[src/rtl/iddmm_add_if.sv]
// Bus bundle for the word-serial multi-precision adder: control handshake,
// operand-RAM read port and result-RAM write port.
interface iddmm_add_if #(
  parameter int K      = 128,
  parameter int ADDR_W = 5
);
  logic              start;
  logic              carry_in;
  logic              busy;
  logic              done;
  logic              carry_out;
  logic              rd_en;
  logic [ADDR_W-1:0] rd_addr;
  logic [K-1:0]      a_rdata;
  logic [K-1:0]      b_rdata;
  logic              wr_en;
  logic [ADDR_W-1:0] wr_addr;
  logic [K-1:0]      wr_data;

  modport slave (
    input  start, carry_in, a_rdata, b_rdata,
    output busy, done, carry_out, rd_en, rd_addr, wr_en, wr_addr, wr_data
  );

  modport master (
    output start, carry_in, a_rdata, b_rdata,
    input  busy, done, carry_out, rd_en, rd_addr, wr_en, wr_addr, wr_data
  );
endinterface

[src/rtl/iddmm_add.sv]
// Word-serial multi-precision adder R = A + B + carry_in over N words of K bits.
// Sequences operand reads, absorbs the 1-cycle RAM latency and streams sum words out.
module iddmm_add #(
  parameter int K      = 128,
  parameter int N      = 32,
  parameter int ADDR_W = (N > 1) ? $clog2(N) : 1
) (
  input  logic        clk,
  input  logic        rst_n,
  iddmm_add_if.slave  bus
);

  typedef enum logic [1:0] {S_IDLE, S_READ, S_DRAIN} state_t;

  localparam logic [ADDR_W-1:0] LAST = ADDR_W'(N - 1);

  state_t            r_state;
  logic              r_drain;
  logic              r_busy;
  logic              r_done;
  logic              r_carry_out;
  logic              r_carry;
  logic              r_rd_en;
  logic [ADDR_W-1:0] r_rd_addr;
  logic              r_vld_p1;
  logic [ADDR_W-1:0] r_addr_p1;
  logic              r_wr_en;
  logic [ADDR_W-1:0] r_wr_addr;
  logic [K-1:0]      r_wr_data;
  logic [K:0]        w_sum;

  // Data stage: operand words arriving this cycle plus the chained carry.
  assign w_sum = {1'b0, bus.a_rdata} + {1'b0, bus.b_rdata} + {{K{1'b0}}, r_carry};

  always_ff @(posedge clk or negedge rst_n) begin
    if (!rst_n) begin
      r_state     <= S_IDLE;
      r_drain     <= 1'b0;
      r_busy      <= 1'b0;
      r_done      <= 1'b0;
      r_carry_out <= 1'b0;
      r_carry     <= 1'b0;
      r_rd_en     <= 1'b0;
      r_rd_addr   <= '0;
      r_vld_p1    <= 1'b0;
      r_addr_p1   <= '0;
      r_wr_en     <= 1'b0;
      r_wr_addr   <= '0;
      r_wr_data   <= '0;
    end else begin
      r_done    <= 1'b0;
      // Stage p1: read request delayed to line up with the returning RAM data.
      r_vld_p1  <= r_rd_en;
      r_addr_p1 <= r_rd_addr;
      // Stage p2: register the sum word and the carry into the next word.
      r_wr_en   <= r_vld_p1;
      if (r_vld_p1) begin
        r_wr_addr <= r_addr_p1;
        r_wr_data <= w_sum[K-1:0];
        r_carry   <= w_sum[K];
        if (r_addr_p1 == LAST) begin
          r_done      <= 1'b1;
          r_carry_out <= w_sum[K];
        end
      end

      case (r_state)
        S_IDLE: begin
          if (bus.start) begin
            r_state     <= S_READ;
            r_busy      <= 1'b1;
            r_rd_en     <= 1'b1;
            r_rd_addr   <= '0;
            r_carry     <= bus.carry_in;
            r_carry_out <= 1'b0;
          end
        end
        S_READ: begin
          if (r_rd_addr == LAST) begin
            r_state   <= S_DRAIN;
            r_rd_en   <= 1'b0;
            r_rd_addr <= '0;
            r_drain   <= 1'b0;
          end else begin
            r_rd_addr <= r_rd_addr + ADDR_W'(1);
          end
        end
        S_DRAIN: begin
          // Two cycles: one for the read-latency stage, one for the write stage.
          if (r_drain) begin
            r_state <= S_IDLE;
            r_busy  <= 1'b0;
            r_drain <= 1'b0;
          end else begin
            r_drain <= 1'b1;
          end
        end
        default: begin
          r_state <= S_IDLE;
          r_busy  <= 1'b0;
          r_rd_en <= 1'b0;
        end
      endcase
    end
  end

  assign bus.busy      = r_busy;
  assign bus.done      = r_done;
  assign bus.carry_out = r_carry_out;
  assign bus.rd_en     = r_rd_en;
  assign bus.rd_addr   = r_rd_addr;
  assign bus.wr_en     = r_wr_en;
  assign bus.wr_addr   = r_wr_addr;
  assign bus.wr_data   = r_wr_data;

endmodule

[src/flat_wrapper.sv]
// flat-port wrapper written by rule: the top's interface ports become plain ports
module iddmm_add_flat 
#(
  parameter int K      = 128,
  parameter int N      = 32,
  parameter int ADDR_W = (N > 1) ? $clog2(N) : 1
)
  (clk, rst_n, bus_start, bus_carry_in, bus_a_rdata, bus_b_rdata, bus_busy, bus_done, bus_carry_out, bus_rd_en, bus_rd_addr, bus_wr_en, bus_wr_addr, bus_wr_data);
  iddmm_add_if #(.K(K), .ADDR_W(ADDR_W)) bus_i ();
  input  logic clk;
  input  logic rst_n;
  input wire logic [$bits(bus_i.start)-1:0] bus_start;
  input wire logic [$bits(bus_i.carry_in)-1:0] bus_carry_in;
  input wire logic [$bits(bus_i.a_rdata)-1:0] bus_a_rdata;
  input wire logic [$bits(bus_i.b_rdata)-1:0] bus_b_rdata;
  output wire logic [$bits(bus_i.busy)-1:0] bus_busy;
  output wire logic [$bits(bus_i.done)-1:0] bus_done;
  output wire logic [$bits(bus_i.carry_out)-1:0] bus_carry_out;
  output wire logic [$bits(bus_i.rd_en)-1:0] bus_rd_en;
  output wire logic [$bits(bus_i.rd_addr)-1:0] bus_rd_addr;
  output wire logic [$bits(bus_i.wr_en)-1:0] bus_wr_en;
  output wire logic [$bits(bus_i.wr_addr)-1:0] bus_wr_addr;
  output wire logic [$bits(bus_i.wr_data)-1:0] bus_wr_data;
  assign bus_i.start = bus_start;
  assign bus_i.carry_in = bus_carry_in;
  assign bus_i.a_rdata = bus_a_rdata;
  assign bus_i.b_rdata = bus_b_rdata;
  assign bus_busy = bus_i.busy;
  assign bus_done = bus_i.done;
  assign bus_carry_out = bus_i.carry_out;
  assign bus_rd_en = bus_i.rd_en;
  assign bus_rd_addr = bus_i.rd_addr;
  assign bus_wr_en = bus_i.wr_en;
  assign bus_wr_addr = bus_i.wr_addr;
  assign bus_wr_data = bus_i.wr_data;
  iddmm_add #(.K(K), .N(N), .ADDR_W(ADDR_W)) u_core (.clk(clk), .rst_n(rst_n), .bus(bus_i));
endmodule
[config.mk]
export PLATFORM = sky130hd
export DESIGN_NAME = iddmm_add_flat
export DESIGN_NICKNAME = d
export VERILOG_FILES = /design/src/rtl/iddmm_add_if.sv /design/src/rtl/iddmm_add.sv /design/src/flat_wrapper.sv
export SDC_FILE = /design/constraint.sdc
export NUM_CORES = 1
export LEC_CHECK = 0
export ABC_AREA = 0
export ABC_CLOCK_PERIOD_IN_PS = 5200
export CORE_UTILIZATION = 39
export CTS_CLUSTER_DIAMETER = 40
export CTS_CLUSTER_SIZE = 10
export DETAILED_ROUTE_END_ITERATION = 12
export GPL_ROUTABILITY_DRIVEN = 1
export GPL_TIMING_DRIVEN = 0
export PLACE_DENSITY_LB_ADDON = 0.1
export SYNTH_ARGS = -nofsm -noshare
export SYNTH_HDL_FRONTEND = slang
export SYNTH_SLANG_ARGS = --single-unit
[constraint.sdc]
create_clock -name clk -period 5.2 [get_ports clk]
set_input_delay 0.52 -clock clk [delete_from_list [all_inputs] [get_ports clk]]
set_output_delay 0.52 -clock clk [all_outputs]
set_load 0.03 [all_outputs]
* Word-level counts from Yosys, hierarchy flattened
Index checks and enable logic that the tools add are counted.
Word-level totals: register bits 153, input port bits 260, output and inout bits 143, word-level logic and storage cells 56
Cells by class: add/sub/neg operators 3, equality and inequality tests 7, multiplexer cells 23, bitwise gates (word level) 2, reductions and logical operators 8
Operators with widths (number):
- 128-bit by 128-bit adder with 129-bit output | 1
- 129-bit by 1-bit adder with 129-bit output | 1
- 1-bit 2-to-1 mux | 13
- 5-bit == test (second input constant) | 2
- 5-bit 2-to-1 mux | 2
- 5-bit one-hot mux with 2 select lines | 1
- 3-bit AND reduction | 3
- 2-bit 2-to-1 mux | 3
- 1-bit one-hot mux with 3 select lines | 2
- 2-bit one-hot mux with 3 select lines | 1
- 5-bit by 1-bit adder with 5-bit output (second input constant) | 1
- 2-bit by 1-bit inequality test with 1-bit output (second input constant) | 2
- 2-bit AND reduction | 2
- 2-bit nonzero test | 2
- 2-bit by 1-bit == test with 1-bit output (second input constant) | 1
- 2-bit == test (second input constant) | 1
- 2-bit zero test | 1
- 2-bit inequality test (second input constant) | 1
- 1-bit inverter | 2
- 1-bit one-hot mux with 2 select lines | 1

* Longest topological paths before layout
Gate-level depths: netlist of run 1.
word-level depth 6, depth in mapped cells 15, mapped depth without buffers 15

* Worst setup path after synthesis of run 1
Ideal clock, no wire load.
path type in2reg, from in bus_b_rdata[0], to reg u_core.r_wr_data[124], in the netlist u_core.bus.wr_data[124], library setup time 0.125 ns, arrival time 3.369 ns, required time 5.075 ns, slack 1.706 ns, stages 15, path buffers 0, cells stage by stage inv_1 fa_1 inv_1 fa_1 a21oi_1 nand4b_1 a21bo_2 a2111oi_2 o21ai_0 a31oi_2 a31oi_2 o21ai_2 a31oi_1 xnor2_1 mux2_2
Between the ends: word-level cells in the longest chain between the ends 2
Ends and longest elaborated chain:
- start: declaration | line flat_wrapper.sv:15 | input wire logic [$bits(bus_i.b_rdata)-1:0] bus_b_rdata;
- 128-bit by 128-bit adder with 129-bit output | line iddmm_add.sv:33 | assign w_sum = {1'b0, bus.a_rdata} + {1'b0, bus.b_rdata} + {{K{1'b0}}, r_carry};
- 129-bit by 1-bit adder with 129-bit output | line iddmm_add.sv:33
- end signal: assignment | line iddmm_add.sv:59 | r_wr_data <= w_sum[K-1:0];
- end: declaration | line iddmm_add.sv:29 | logic [K-1:0] r_wr_data;
No other way between the ends. A chain may end at the register's enable or synchronous reset.

* Worst setup path in the final report of run 1
Same ends and word-level chain as after synthesis.

==> results of run 1 <==
==> synthesized netlist by cell type (6+ instances only) <==
cell	number	area share
a21oi_1	195	0.068
xnor2_1	70	0.043
ha_1	129	0.11
a221oi_1	7	0.0043
a31oi_1	16	0.0070
o31ai_1	7	0.0037
nand4_1	63	0.028
xor2_1	44	0.027
dfrtp_1	153	0.27
or3_1	9	0.0039
nor2_1	140	0.037
nor2b_1	15	0.0065
mux2_2	108	0.085
nand2b_1	16	0.0070
a21o_1	44	0.023
inv_1	33	0.0086
a21boi_0	10	0.0052
nor3_1	31	0.011
and2_1	7	0.0031
nand3_1	25	0.0087
o21ai_0	120	0.042
o2111ai_1	6	0.0037
buf_2	23	0.0080
nor4_1	10	0.0044
o21bai_1	25	0.013
nand2_1	176	0.046
clkbuf_1	49	0.013
o211ai_1	11	0.0058
and3_1	9	0.0039
o21a_1	21	0.011
o21ai_1	15	0.0052
==> critical path, cell delays in order <==
cell	delay (ps)
clkdlybuf4s50_1	450
inv_1	50
fa_1	470
inv_1	90
fa_1	200
a21oi_1	90
nand4b_1	240
a21bo_2	260
a2111oi_2	560
o21ai_0	350
a31oi_2	340
a31oi_2	250
o21ai_2	410
a31oi_1	300
xnor2_1	190
mux2_2	270
==> where the power goes <==
part	internal (W)	switching [W]
Sequential	0.00167	0.000300
Combinational	0.00182	0.00245
Clock	0.000638	0.000639
==> flip-flops by register name, indices dropped and copies added (netlist names) <==
name,count
u_core.bus.wr_data,128
u_core.bus.rd_addr,5
u_core.bus.wr_addr,5
u_core.r_addr_p1,5
u_core.r_state,2
u_core.bus.busy,1
u_core.bus.carry_out,1
u_core.bus.done,1
u_core.bus.rd_en,1
u_core.bus.wr_en,1
u_core.r_carry,1
u_core.r_drain,1
u_core.r_vld_p1,1
==> kinds of logic (layout without fill, tap and decap cells) <==
family	Yosys count	after routing	synth area share
adders and majority gates	131	131	0.115
AOI/OAI and AO/OA	555	555	0.247
muxes	112	112	0.0880
DFF	153	153	0.267
and+or+nand+nor	530	530	0.176
xor gates and xnor gates	114	114	0.0697
other	0	4	0
buffers and inverters	117	552	0.0361
==> routing by layer <==
layer  up-vias  part of all wire  track usage  routed length, um
met5         -           0.00031            0                 17
met1      7134              0.45        0.394              24600
li1       7163                 -            -                  -
met4         2             0.017       0.0723                918
met3        49             0.072       0.0640               3940
met2       595              0.46        0.457              24900
==> worst max path at each step <==
stage / startpoint / to
2_1_floorplan: bus_b_rdata[0] / u_core.bus.wr_data[124]
3_3_place_gp: rst_n / u_core.bus.rd_addr[3]
3_5_place_dp: bus_b_rdata[0] / u_core.bus.wr_data[124]
4_1_cts: bus_b_rdata[0] / u_core.bus.wr_data[124]
5_1_grt: bus_b_rdata[0] / u_core.bus.wr_data[124]
6_report: bus_b_rdata[0] / u_core.bus.wr_data[124]
==> through the flow <==
step	hold WS [ps]	setup TNS (ps)	power, W	worst slack, ps
6_report	-13.1	0	0.00751	499
3_5_place_dp	390	0	0.00625	122
2_1_floorplan	224	0	0.00444	1710
3_3_place_gp	384	-497890	0.00622	-3290
5_1_grt	21.5	0	0.00791	297
4_1_cts	1.82	0	0.00755	601
==> cell type report <==
type | count | area share
Clock buffer | 17 | 0.0218
Sequential cell | 153 | 0.196
Clock inverter | 15 | 0.00768
Timing Repair Buffer | 403 | 0.207
Antenna cell | 4 | 0.000512
Tap cell | 461 | 0.0295
Multi-Input combinational cell | 1442 | 0.511
Inverter | 34 | 0.00653
Buffer | 83 | 0.0200
==> impl_metrics.py, run 1 <==
metrics = {
    "clock_network": {
        "cts_made_buffers": 17,
        "cts_resized": 0,
        "cts_hold_buf": 0,
        "h-tree-depth": 4,
        "clk_pin_slew_worst_paths_ps": 70,
        "clock_latency_ps": 470,
        "cts_tree": "done",
        "cts_sinks": 153,
        "cts_setup_buffers": 0,
        "clockBufferDepth": 2,
        "cts_root_buffer": "clkbuf_16",
    },
    "worst_setup_path": {
        "r2r_start": "u_core.r_carry",
        "worstSetupStartpointType": "input port",
        "critPathMaxFanout": 4,
        "rr_endpoint": "u_core.bus.wr_data[124]",
        "path_class": "input port to flip-flop",
        "r2r_setup_slack_ps": 610,
        "cp-end-kind": "flip-flop",
        "rr_worst_depth": 15,
        "crit_arrival_ps": 5060,
        "required_ps": 5560,
    },
    "timing": {
        "finClkSkew_ps": 9.89,
        "worstMarginPinSlew_ps": 1010,
        "period_share": 0.904,
        "fmaxAchievable_ghz": 0.213,
        "rsz0062_at_grt": "no",
        "relSlewSlack": 0.327,
        "hold_slack_ps": -13.1,
        "slew_violations": 0,
        "hold_viol": 4,
        "final.min_clock_period_ps": 4700,
        "finalSetupViolations": 0,
    },
    "yosys": {
        "ys_ff_latch": 153,
        "async_reset_ff_frac": 1.00,
        "ys_types": 94,
        "yosysSeqAreaShare": 0.267,
        "syn-cell-area_um2": 14300,
        "syn_inst": 1712,
        "yosysWarnings": 0,
        "syn_nets": 2103,
        "avgSynthCellArea_um2": 8.37,
        "synth-edff-count": 0,
        "ys.flop_type": "dfrtp_1",
    },
    "drt": {
        "drt_iter0_markers": 1064,
        "drt_pass1_iterations": 7,
        "wire_per_inst_um": 20.8,
        "ant_nets": 0,
        "wirelength_um": 54400,
        "vias": 14900,
        "drcViolationCount": 0,
        "via_per_inst": 5.72,
    },
    "power": {
        "p_leak_nw": 7.97,
        "pwr_density_cell_nw_per_um2": 384,
        "ir_drop_uv": 304,
    },
    "layout": {
        "area_growth_pct": 36.4,
        "drive_above_1_share": 0.102,
        "mostFrequentLayoutCells": "clkdlybuf4s50_1 (401), a21oi_1 (195), nand2_1 (176)",
        "final_common_cell": "clkdlybuf4s50_1",
        "layout.nets": 2525,
        "finalNonFillerCells": 2612,
        "n_fill_cell": 3383,
        "regArea_um2": 3830,
        "multi_input_area_um2": 9980,
        "post-route-util": 0.546,
        "final_area_um2": 19600,
    },
    "floorplanning": {
        "start_util": 0.400,
        "core-area_um2": 35800,
        "dieHeight_um": 194,
        "die_area_um2": 37500,
        "rows": 69,
        "die_w_um": 194,
        "io_pins": 403,
    },
    "place": {
        "placed_cells": 2576,
        "gp_congestion": 0.915,
        "dp_hpwl_um": 44800,
        "placed_area_um2": 19000,
        "io_buffers": 402,
    },
    "global_routing": {
        "grt_usage": 0.288,
        "grt_max_degree": 96,
        "antenna_found_initial": 4,
        "grt-ovfl-total": 0,
        "grt_first_pass_wirelength_um": 84000,
        "grt_pass1_vias": 14500,
    },
    "outcome": {
        "status": "finished, violations left",
        "violations": "negative hold slack",
    },
    "hold_path": {
        "hold_path.class": "input port to asynchronous set/reset pin",
    },
    "flow_run": {
        "cap_violations": 0,
    },
}
Note: power is estimated with default switching activity, not from simulation.
==> run 2, diff against run 1 <==
- CTS_BUF_LIST: not set -> sky130_fd_sc_hd__clkbuf_16
- PLACE_DENSITY: not set -> 0.67
- PLACE_DENSITY_LB_ADDON: 0.1 -> not set
- SKIP_LAST_GASP: not set -> 1
==> impl_metrics.py, run 2 (synthesis gave the netlist of run 1 again) <==
metrics = {
    "place": {
        "dp_hpwl_um": 43700,
        "io_buffers": 402,
        "gp_congestion": 0.913,
        "placed_cells": 2576,
        "placed_area_um2": 19000,
    },
    "outcome": {
        "status": "completed",
    },
    "clock_network": {
        "cts_root_buffer": "clkbuf_16",
        "clock_latency_ps": 460,
        "cts_made_buffers": 17,
        "clockBufferDepth": 2,
        "clk_pin_slew_worst_paths_ps": 70,
        "h-tree-depth": 4,
        "cts_setup_buffers": 0,
        "cts_tree": "done",
        "cts_sinks": 153,
    },
    "worst_setup_path": {
        "required_ps": 5550,
        "max_stage_delay_ps": 570,
        "cp_slowest_cell": "a2111oi_2",
        "crit_chain": "clkdlybuf4s50_1, inv_1, fa_1, inv_1, fa_1, a21oi_1, nand4b_1, a21bo_2, a2111oi_2, o21ai_0, a31oi_2, a31oi_2, o21ai_2, a31oi_1, xnor2_1, mux2_2",
        "worstSetupStartpointType": "input port",
        "path_class": "input port to flip-flop",
        "critPathMaxFanout": 4,
        "cp-end-kind": "flip-flop",
        "crit_arrival_ps": 4960,
    },
    "power": {
        "pwr_density_cell_nw_per_um2": 383,
        "p_leak_nw": 7.97,
        "power.switching_w": 0.00333,
        "p_int_w": 0.00416,
        "ir_drop_uv": 256,
        "p_clk_frac": 0.168,
        "swShare": 0.444,
        "seqPwrFrac": 0.265,
        "pwr-share-comb": 0.568,
    },
    "layout": {
        "final_common_cell": "clkdlybuf4s50_1",
        "largest_reg_flops": 128,
        "mostFrequentLayoutCells": "clkdlybuf4s50_1 (401), a21oi_1 (195), nand2_1 (176)",
        "layout.nets": 2526,
        "regArea_um2": 3830,
        "n_fill_cell": 3341,
        "area_growth_pct": 36.4,
        "finalNonFillerCells": 2612,
        "multi_input_area_um2": 9980,
        "final_area_um2": 19600,
        "drive_above_1_share": 0.101,
    },
    "drt": {
        "wirelength_um": 52800,
        "ant_nets": 0,
        "vias": 14900,
        "wire_per_inst_um": 20.2,
        "via_per_inst": 5.71,
        "drt_pass1_iterations": 5,
        "drt_iter0_markers": 1016,
        "drcViolationCount": 0,
    },
    "timing": {
        "relSlewSlack": 0.0740,
        "final.min_clock_period_ps": 4610,
        "slew_violations": 0,
        "period_share": 0.887,
        "hold_viol": 0,
        "worstMarginPinSlew_ps": 1370,
        "rsz0062_at_grt": "no",
        "finClkSkew_ps": 7.31,
        "fmaxAchievable_ghz": 0.217,
        "hold_slack_ps": 411,
        "finalSetupViolations": 0,
    },
    "hold_path": {
        "hold_path.class": "flip-flop to flip-flop",
    },
    "global_routing": {
        "grt_pass1_vias": 14600,
        "grt-ovfl-total": 0,
        "grt_max_degree": 98,
        "grt_first_pass_wirelength_um": 82800,
        "grt_usage": 0.280,
        "antenna_found_initial": 3,
    },
    "flow_run": {
        "cap_violations": 0,
    },
    "floorplanning": {
        "die_w_um": 194,
        "core-area_um2": 35800,
        "rows": 69,
        "dieHeight_um": 194,
        "start_util": 0.400,
        "io_pins": 403,
        "die_area_um2": 37500,
    },
}
run 2: final timing paths:
kind,from,to,slack (ps),cells past startpoint
setup / recovery,bus_b_rdata[0],u_core.bus.wr_data[124],590,16
hold / removal,u_core.r_vld_p1,u_core.bus.wr_en,410,0
setup reg to reg,u_core.r_carry,u_core.bus.wr_data[124],770,15
hold reg to reg,u_core.r_vld_p1,u_core.bus.wr_en,410,0
max in group asynchronous,rst_n,u_core.bus.wr_data[112],3740,3
min in group asynchronous,rst_n,u_core.bus.wr_data[51],560,2
run 2: through the flow:
step	power [W]	utilization	setup TNS, ps	worst slack (ps)
6_report	0.00749	0.546	0	588
3_3_place_gp	0.00620	0.528	-484730	-3190
3_5_place_dp	0.00624	0.529	0	188
2_1_floorplan	0.00444	-	0	1710
4_1_cts	0.00753	0.545	0	652
5_1_grt	0.00788	0.546	0	366
run 2: area by class of cell:
class                   instances  share of cell area
repair buffers                404               0.208
clock buffers                  17              0.0218
diodes                          3            0.000384
multi-input cells            1442               0.511
plain buffers                  83              0.0200
well taps                     461              0.0295
clock inverters                15             0.00730
inverters                      34             0.00653
flip-flops and latches        153               0.196
run 2: routing by layer:
layer	track usage	part of all wire	up-vias
li1	-	-	7174
met1	0.382	0.45	7142
met2	0.451	0.46	543
met3	0.0386	0.058	62
met4	0.104	0.027	0
met5	0	0	-
run 2: worst max-delay path, delay by kind of cell:
family | cells | cell delay (ps)
xor+xnor | 1 | 170
fa+ha+maj | 2 | 650
buf+inv | 3 | 590
compound gates | 8 | 2510
simple gates | 1 | 250
mux | 1 | 270
run 2: power by group through the flow:
stage / Clock [W] / Combinational, W / Sequential (W)
after global placement: 0 / 0.00421 / 0.00199
after floorplan: 0 / 0.00160 / 0.00284
final: 0.00126 / 0.00425 / 0.00198
after detailed placement: 0 / 0.00424 / 0.00200
after global routing: 0.00133 / 0.00451 / 0.00204
after CTS: 0.00128 / 0.00426 / 0.00198
run 2: timing repair:
item / CTS / global route
endpoints found under the setup margin: 0 / 0
endpoints found under the hold margin: 17 / 0
hold buffers: 1 / 0
gates resized for setup: 0 / 0
